File: src/rtl/serial_adder_pkg.sv
// ============================================================================
// Module  : serial_adder_pkg
// Brief   : Shared state encoding and default width for the bit-serial adder.
// Revision: 1.0 - initial release
// ============================================================================
`default_nettype none

package serial_adder_pkg;

  // Default operand width of the serial adder.
  localparam int DEFAULT_WIDTH = 8;

  // Controller states; 2'd3 is unused and recovers to ST_IDLE.
  typedef enum logic [1:0] {
    ST_IDLE  = 2'd0,
    ST_SHIFT = 2'd1,
    ST_DONE  = 2'd2
  } state_t;

endpackage : serial_adder_pkg

`default_nettype wire

File: src/rtl/serial_adder_fa.sv
// ============================================================================
// Module  : full_adder
// Brief   : Single-bit combinational full adder cell used by the serial adder.
// Revision: 1.0 - initial release
// ============================================================================
`default_nettype none

module full_adder (
  input  logic a,
  input  logic b,
  input  logic cin,
  output logic s,
  output logic co
);

  // Sum and majority carry of the three input bits.
  always_comb begin
    s  = a ^ b ^ cin;
    co = (a & b) | (a & cin) | (b & cin);
  end

endmodule : full_adder

`default_nettype wire

File: src/rtl/serial_adder.sv
// ============================================================================
// Module  : serial_adder
// Brief   : Bit-serial WIDTH-bit adder. Captures a, b and cin on an accepted
//           start, adds one bit per clock LSB-first through one full adder and
//           a carry flip-flop, then presents sum/cout/ovf with a done pulse.
// Revision: 1.0 - initial release
// ============================================================================
`default_nettype none

module serial_adder
  import serial_adder_pkg::*;
#(
  parameter int WIDTH = DEFAULT_WIDTH
) (
  input  logic             clk,
  input  logic             rst,
  input  logic             start,
  input  logic [WIDTH-1:0] a,
  input  logic [WIDTH-1:0] b,
  input  logic             cin,
  output logic             busy,
  output logic             done,
  output logic [WIDTH-1:0] sum,
  output logic             cout,
  output logic             ovf
);

  localparam int               CNT_W    = $clog2(WIDTH + 1);
  localparam logic [CNT_W-1:0] LAST_CNT = CNT_W'(WIDTH - 1);
  localparam logic [CNT_W-1:0] CNT_ONE  = CNT_W'(1);

  state_t           state;
  state_t           state_next;
  logic [WIDTH-1:0] sh_a;
  logic [WIDTH-1:0] sh_b;
  logic [WIDTH-1:0] sum_next;
  logic             carry;
  logic [CNT_W-1:0] count;
  logic             fa_s;
  logic             fa_co;
  logic             load;
  logic             last_bit;

  // The single adder cell always sees the current LSBs and the running carry.
  full_adder u_fa (
    .a   (sh_a[0]),
    .b   (sh_b[0]),
    .cin (carry),
    .s   (fa_s),
    .co  (fa_co)
  );

  // A start is only honoured when no addition is in flight.
  always_comb begin
    load     = start && ((state == ST_IDLE) || (state == ST_DONE));
    last_bit = (count == LAST_CNT);
  end

  // New sum bit enters at the MSB so the result ends up LSB-aligned after WIDTH shifts.
  always_comb begin
    sum_next            = sum >> 1;
    sum_next[WIDTH-1]   = fa_s;
  end

  // State register.
  always_ff @(posedge clk) begin
    if (rst) begin
      state <= ST_IDLE;
    end else begin
      state <= state_next;
    end
  end

  // Next-state logic; the unused encoding falls back to IDLE.
  always_comb begin
    state_next = ST_IDLE;
    case (state)
      ST_IDLE: begin
        state_next = start ? ST_SHIFT : ST_IDLE;
      end
      ST_SHIFT: begin
        state_next = last_bit ? ST_DONE : ST_SHIFT;
      end
      ST_DONE: begin
        state_next = start ? ST_SHIFT : ST_IDLE;
      end
      default: begin
        state_next = ST_IDLE;
      end
    endcase
  end

  // Datapath and registered status outputs; busy/done follow the next state so
  // they line up with the cycle the FSM is actually in.
  always_ff @(posedge clk) begin
    if (rst) begin
      sh_a  <= '0;
      sh_b  <= '0;
      sum   <= '0;
      carry <= 1'b0;
      count <= '0;
      cout  <= 1'b0;
      ovf   <= 1'b0;
      busy  <= 1'b0;
      done  <= 1'b0;
    end else begin
      busy <= (state_next == ST_SHIFT);
      done <= (state_next == ST_DONE);
      if (load) begin
        sh_a  <= a;
        sh_b  <= b;
        carry <= cin;
        count <= '0;
        sum   <= '0;
        cout  <= 1'b0;
        ovf   <= 1'b0;
      end else if (state == ST_SHIFT) begin
        sh_a  <= sh_a >> 1;
        sh_b  <= sh_b >> 1;
        sum   <= sum_next;
        carry <= fa_co;
        count <= count + CNT_ONE;
        if (last_bit) begin
          // On the MSB cycle the carry FF still holds the carry into the MSB.
          cout <= fa_co;
          ovf  <= carry ^ fa_co;
        end
      end
    end
  end

endmodule : serial_adder

`default_nettype wire

File: config.mk
export PLATFORM = sky130hd
export DESIGN_NAME = serial_adder
export DESIGN_NICKNAME = d
export VERILOG_FILES = /design/src/rtl/serial_adder_pkg.sv /design/src/rtl/serial_adder_fa.sv /design/src/rtl/serial_adder.sv
export SDC_FILE = /design/constraint.sdc
export NUM_CORES = 1
export LEC_CHECK = 0
export CORE_ASPECT_RATIO = 1.5
export CORE_MARGIN = 3
export CORE_UTILIZATION = 45
export CTS_CLUSTER_SIZE = 20
export DETAILED_ROUTE_END_ITERATION = 16
export PLACE_DENSITY = 0.8
export SYNTH_ARGS = -nofsm -noshare
export SYNTH_HDL_FRONTEND = slang
export SYNTH_SLANG_ARGS = --single-unit
File: constraint.sdc
create_clock -name clk -period 1.3 [get_ports clk]
set_input_delay 0.325 -clock clk [delete_from_list [all_inputs] [get_ports clk]]
set_output_delay 0.325 -clock clk [all_outputs]
set_load 0.02 [all_outputs]
=== Yosys cells after proc, flatten, opt, wreduce, memory -nomap -nowiden ===
Cells that the tools add are included.

* Logic and storage cells: 40
* Input bits: 20
* Output and inout bits: 12
* Bits in registers: 35

* Equal/unequal tests: 5
* $add $sub $neg: 1
* Reduce and logical (&&, ||, !) cells: 7
* Bitwise gates (word level): 8
* Mux-type cells: 9

{| class="wikitable"
|+ Operators with widths
! operator !! count
|-
| two-way mux 8 bit || 4
|-
| adder 4 x 1 -> 4 bit (second input constant) || 1
|-
| == test 2 x 1 -> 1 bit (second input constant) || 2
|-
| == test 2 bit (second input constant) || 2
|-
| == test 4 x 3 -> 1 bit (second input constant) || 1
|-
| one-hot mux 2 bit (2 select lines) || 1
|-
| OR reduction 2 bit || 2
|-
| AND 1 bit || 3
|-
| two-way mux 1 bit || 3
|-
| XOR 1 bit || 3
|-
| zero test 2 bit || 1
|-
| two-way mux 2 bit || 1
|-
| bitwise OR 1 bit || 2
|-
| AND reduction 2 bit || 1
|-
| nonzero test 2 bit || 1
|-
| logical AND 1 bit || 1
|-
| logical OR 1 bit || 1
|}

=== Longest topological paths before layout ===
Gate-level depths: netlist of run 1.

* Depth after elaboration: 5
* Depth in mapped cells: 5

=== Cells and area by module ===
Synthesis of run 1 repeated with hierarchy kept, for this count alone.

* Cells, all modules: 167
* Area total of the unflattened synthesis: 1417.6 µm²

{| class="wikitable"
|+ By module, submodules not included
! module !! sequential area each (µm²) !! area each (µm²) !! instances !! cells each
|-
| serial_adder || 700.7 || 1397.6 || 1 || 166
|-
| full_adder || 0.0 || 20.0 || 1 || 1
|}

=== Worst setup path before layout of run 1 ===
No wires, ideal clock.

* Path type: reg-to-reg
* Start point: register carry
* End point: register ovf
* Library setup time: 0.118 ns
* Setup slack: 0.076 ns
* Required time: 1.182 ns
* Period minus slack after synthesis: 1.224 ns
* Data arrival time: 1.106 ns
* Buffers on the path: 0
* Cell stages (with the launch flop): 5
* Cells stage by stage: dfxtp_1 fa_1 xor2_1 nor3_1 nor3_1

* Word-level cells in the longest chain between the ends: 4
* Elaborated cells on any way between the ends: 5
* Those cells by class: 5 x bitwise

{| class="wikitable"
|+ RTL lines
! item !! line !! text
|-
| start, declared || serial_adder.sv:37 || <nowiki>logic carry;</nowiki>
|-
| start signal, assigned || serial_adder.sv:112 || <nowiki>carry <= cin;</nowiki>
|-
| start signal, assigned || serial_adder.sv:121 || <nowiki>carry <= fa_co;</nowiki>
|-
| AND 1 bit || serial_adder_fa.sv:19 || <nowiki>co = (a & b) | (a & cin) | (b & cin);</nowiki>
|-
| bitwise OR 1 bit || serial_adder_fa.sv:19 ||
|-
| bitwise OR 1 bit (*) || serial_adder_fa.sv:19 ||
|-
| net fa_co || serial_adder.sv:40 || <nowiki>logic fa_co;</nowiki>
|-
| XOR 1 bit (*) || serial_adder.sv:126 || <nowiki>ovf <= carry ^ fa_co;</nowiki>
|-
| end signal, assigned || serial_adder.sv:126 ||
|-
| end, declared || serial_adder.sv:25 || <nowiki>output logic ovf</nowiki>
|}

Mark *: on every way through the listed nets, which the timed path passes. The rest lies on a longest branch.
A chain may end at the register's enable or synchronous reset.

=== Final worst setup path of run 1 ===
* Start point: register ovf
* End point: output ovf

No word-level cell between the ends.

==> results of run 1 <==
worst max path at each step:
stage | endpoint | cells past startpoint
floorplan | ovf$_SDFFE_PP0P_ | 4
global placement | sh_b[6]$_SDFFE_PP0P_ | 5
detailed placement | sh_a[5]$_SDFFE_PP0P_ | 5
CTS | sum[2] | 1
global route | ovf | 1
finish | ovf | 1
flip-flops by register name, summed over array words and instances, names as in the netlist:
name   flops
carry      1
ovf        1
sh_a       8
sum        8
state      2
sh_b       8
count      4
cout       1
busy       1
done       1
per-layer routing:
layer | GRT usage, % | vias up | share of wire [%]
li1 | - | 639 | -
met4 | 6.12 | 0 | 1.6
met2 | 30.3 | 32 | 51
met5 | 0 | - | 0
met3 | 5.94 | 6 | 5.0
met1 | 17.6 | 576 | 42
cells by family after synthesis:
logic type / count (synthesis) / share of synthesized area [%]
and+or+nand+nor: 79 / 24.4
adders and majority gates: 2 / 2.29
muxes: 1 / 0.705
buffers and inverters: 13 / 5.64
AOI/OAI and AO/OA: 34 / 15.7
DFF: 35 / 49.4
xor gates and xnor gates: 3 / 1.85
report_power, final:
part | internal, mW | total [mW] | switching (mW)
registers | 1.13 | 1.16 | 0.0318
clock network | 0.483 | 0.835 | 0.352
logic | 0.157 | 0.313 | 0.156
total | 1.77 | 2.31 | 0.540
stage by stage:
| stage | TNS (ps) | instance area (sq um) |
|---|---|---|
| 2_1_floorplan | 0 | 1420 |
| 4_1_cts | 0 | 1900 |
| 3_3_place_gp | -3190 | 1810 |
| 5_1_grt | 0 | 1890 |
| 3_5_place_dp | -4420 | 1810 |
| 6_report | 0 | 1890 |
worst min-delay path: cells and delay by family, from the launching register on:
kind / cells / cell delay, ps
compound gates: 1 / 50
flops: 1 / 310
simple gates: 1 / 50
area by class of cell:
cell class              count  area share (%)
clock buffers               8            5.31
flip-flops and latches     35            37.2
well taps                  39            2.59
repair buffers             41            20.4
multi-input cells         119            34.5
cells in the final DEF (no fill, tap or decap):
cell type and count:
sky130_fd_sc_hd__nand2b_4 1, sky130_fd_sc_hd__clkbuf_1 1, sky130_fd_sc_hd__buf_12 3, sky130_fd_sc_hd__nand3_1 6, sky130_fd_sc_hd__and3b_1 1, sky130_fd_sc_hd__a311oi_1 11
sky130_fd_sc_hd__buf_4 7, sky130_fd_sc_hd__clkdlybuf4s15_1 2, sky130_fd_sc_hd__xor2_1 2, sky130_fd_sc_hd__xnor2_1 1, sky130_fd_sc_hd__a21oi_1 16, sky130_fd_sc_hd__nor2_1 16
sky130_fd_sc_hd__a21oi_2 1, sky130_fd_sc_hd__ha_1 1, sky130_fd_sc_hd__nor3_1 5, sky130_fd_sc_hd__mux2i_1 1, sky130_fd_sc_hd__nand2_1 43, sky130_fd_sc_hd__dfxtp_1 34
sky130_fd_sc_hd__clkbuf_8 7, sky130_fd_sc_hd__dfxtp_2 1, sky130_fd_sc_hd__nand2b_1 2, sky130_fd_sc_hd__a311oi_2 1, sky130_fd_sc_hd__or3_1 1, sky130_fd_sc_hd__clkbuf_2 7
sky130_fd_sc_hd__dlygate4sd2_1 3, sky130_fd_sc_hd__nor2b_1 1, sky130_fd_sc_hd__and2b_1 1, sky130_fd_sc_hd__fa_2 1, sky130_fd_sc_hd__a22oi_1 3, sky130_fd_sc_hd__clkdlybuf4s50_1 19
sky130_fd_sc_hd__o21ai_0 2, sky130_fd_sc_hd__nand3b_1 2
repair_timing:
item | CTS | global route
gates resized for setup | 18 | 14
buffers inserted | 0 | 0
endpoints found under the hold margin | 0 | 0
pin swaps | 0 | 1
gates cloned | 0 | 0
setup endpoints to repair | 12 | 15
==> results.txt, run 1 <==
- Count of final setup violators: 0
- Multi-input combinational cell area: 651 sq um
* Number of warnings reported in the yosys synthesis log: 0
- All-Layer GR Usage: 16.8%
- Number of placement rows: 24
* Data arrival time of the critical path: 940 ps
- Static Leak: 0.711 nW
- For this run, the share of the core covered by cells in the final layout is 63.4%.
- Dividing the final minimum period by the clock period gives 97.2%.
* Endpoint of the worst register-to-register path: ovf$_SDFFE_PP0P_
- Effective utilization at floorplan: 47.7%
* Most common library cells after synthesis: 43 x sky130_fd_sc_hd__nand2_1, 35 x sky130_fd_sc_hd__dfxtp_1, 17 x sky130_fd_sc_hd__a21oi_1
* Router iterations before antenna repair: 4
- Max Fanout on Critical Path: 2
- Clock buffer count from CTS: 5
- Traced cell by cell, the critical path runs through dlygate4sd2_1.
- Worst setup EP type: primary output
- The number of hold buffers added after CTS was 0.
- DP Wirelength: 2090 um
- The first routing iteration left 27 violations.
- The final count of pins violating max slew is 0.
- Fraction of final layout cells sized beyond drive strength 1: 14.3%
- IR Drop Worst-Case VDD: 0.000916 V
- Global-route congestion overflow total: 0
* P&R area growth vs syn: 32.9%
- Synthesized net count: 189
- In this run the remaining antenna-violating nets after routing total 0.
* Capture endpoint of the worst hold path: sum[0]$_SDFFE_PP0N_
- Measured against its own limit, the worst slew margin works out to 84.5%.
- The via count of the first global-routing pass came to 1183.
- Timing analysis after detailed placement gives a worst setup slack of -185 ps.
* First-pass GRT wire length: 4890 um
- The number of cells on the worst reg-to-reg path is 4.
- In the final routed layout, each cell accounts on average for 12.1 um.
- CP startpoint kind: flop
* Count of buffers from port buffering: 31
* Launch point of the worst hold path: sum[0]$_SDFFE_PP0N_
- Max Clock Skew: 3.42 ps
- Fill cells in the final layout number 257.
- Maximum number of pins on one net before global-route repair: 30
- EDFF count, synth: 0
* Weighted congestion reported at the end of routability-driven placement: 0.760
- Number of vias in the routed layout: 1253
- Placeable core area: 2970 sq um
* Master cell of the clock root buffer: sky130_fd_sc_hd__clkbuf_8
* Final critical delay including setup and external delays: 1260 ps
* Insertion delay of the later-clocked pin in the worst-skew pair: 280 ps
* Number of standard cells in the layout, taps in and fillers out: 242
* Area of the die: 3880 sq um
- After detailed routing, the number of vias per cell comes to 5.18.
- Tracing the worst setup path back leads to its startpoint at ovf$_SDFFE_PP0P_.
- Across all setup checks in the final design, the least slack found is 36.4 ps.
* Primary FF master, synth: sky130_fd_sc_hd__dfxtp_1
- sky130_fd_sc_hd__dfxtp_1 takes more of the synthesized area than any other cell.
- Post-Synthesis Cell Area: 1420 sq um
- In this run the deepest clock path goes through 2 buffers.
* Count of clock tree sinks: 35
- Instance count along the most critical hold path: 2
- Dividing the synthesized area by the synthesized cell count gives 8.50 sq um.
- The most common cell in the synthesized netlist is sky130_fd_sc_hd__nand2_1.
- Summed over its instances, the top area cell type makes up 49.4% of the synthesized netlist area.
- Static timing analysis puts the maximum clock frequency at 791 MHz.
- RSZ-0062 raised after global routing: false
- Antenna violations before repair: 0
- Clock input transition at the sequential cells of the worst setup and hold paths: 70 ps
- For flop-to-flop paths, the worst setup slack is 100 ps.
- Worst hold slack: 460 ps
* Distinct cells, synth: 26
* Placed cell count: 234
- For this run, the slowest stage of the critical path takes 330 ps.
- Number of standard cells after synthesis: 167
- Max-cap violations in this run came to 0.
- Hold Fails Final Rpt: 0
- Slew at the pin closest to its max-slew limit: 232 ps
- The tightest min-delay check is of the reg -> reg type.
* CTS tree: yes
* Number of synthesized register bits: 35
* Fraction of registers with async set or reset after synthesis: 0%
- Top Ports: 32
- Result of the run: completed
- Power density over the cells: 1220 nW/um^2
- Counting both buffers and inverters, the worst setup path holds a total of 1.
- The cell family contributing the most delay on the critical path is flip-flops.
* WP data required: 980 ps
* Final WL: 2940 um
- For this run, the register share of the synthesized area comes to 49.4%.
- The net count of the finished layout is 224.
- In this run the number of H-tree levels came out at 2.
- 0 antenna diodes ended up in the layout.
* Tot Pwr: 2.31 mW
* Top post-synthesis cells by area: sky130_fd_sc_hd__dfxtp_1 49%, sky130_fd_sc_hd__nand2_1 11%, sky130_fd_sc_hd__a311oi_1 7.4%
- The startpoint identified for the worst register-to-register timing path is carry$_SDFFE_PP0P_.
* Cell at the slowest stage of the critical path: sky130_fd_sc_hd__dfxtp_1
- In the routed design, unresolved DRC markers number 0.
* Die boundary width: 51.8 um
- Die H: 74.8 um
- The critical path in this run is classified as reg -> out.
- Across the whole layout, storage elements account for 702 sq um.
(Power assumes the default switching activity.)
==> inputs of run 2 (changes only) <==
Settings changed: CAP_MARGIN set to 20.
==> results of run 2 <==
Final layout, timing and power as in run 1 (identical DEF).
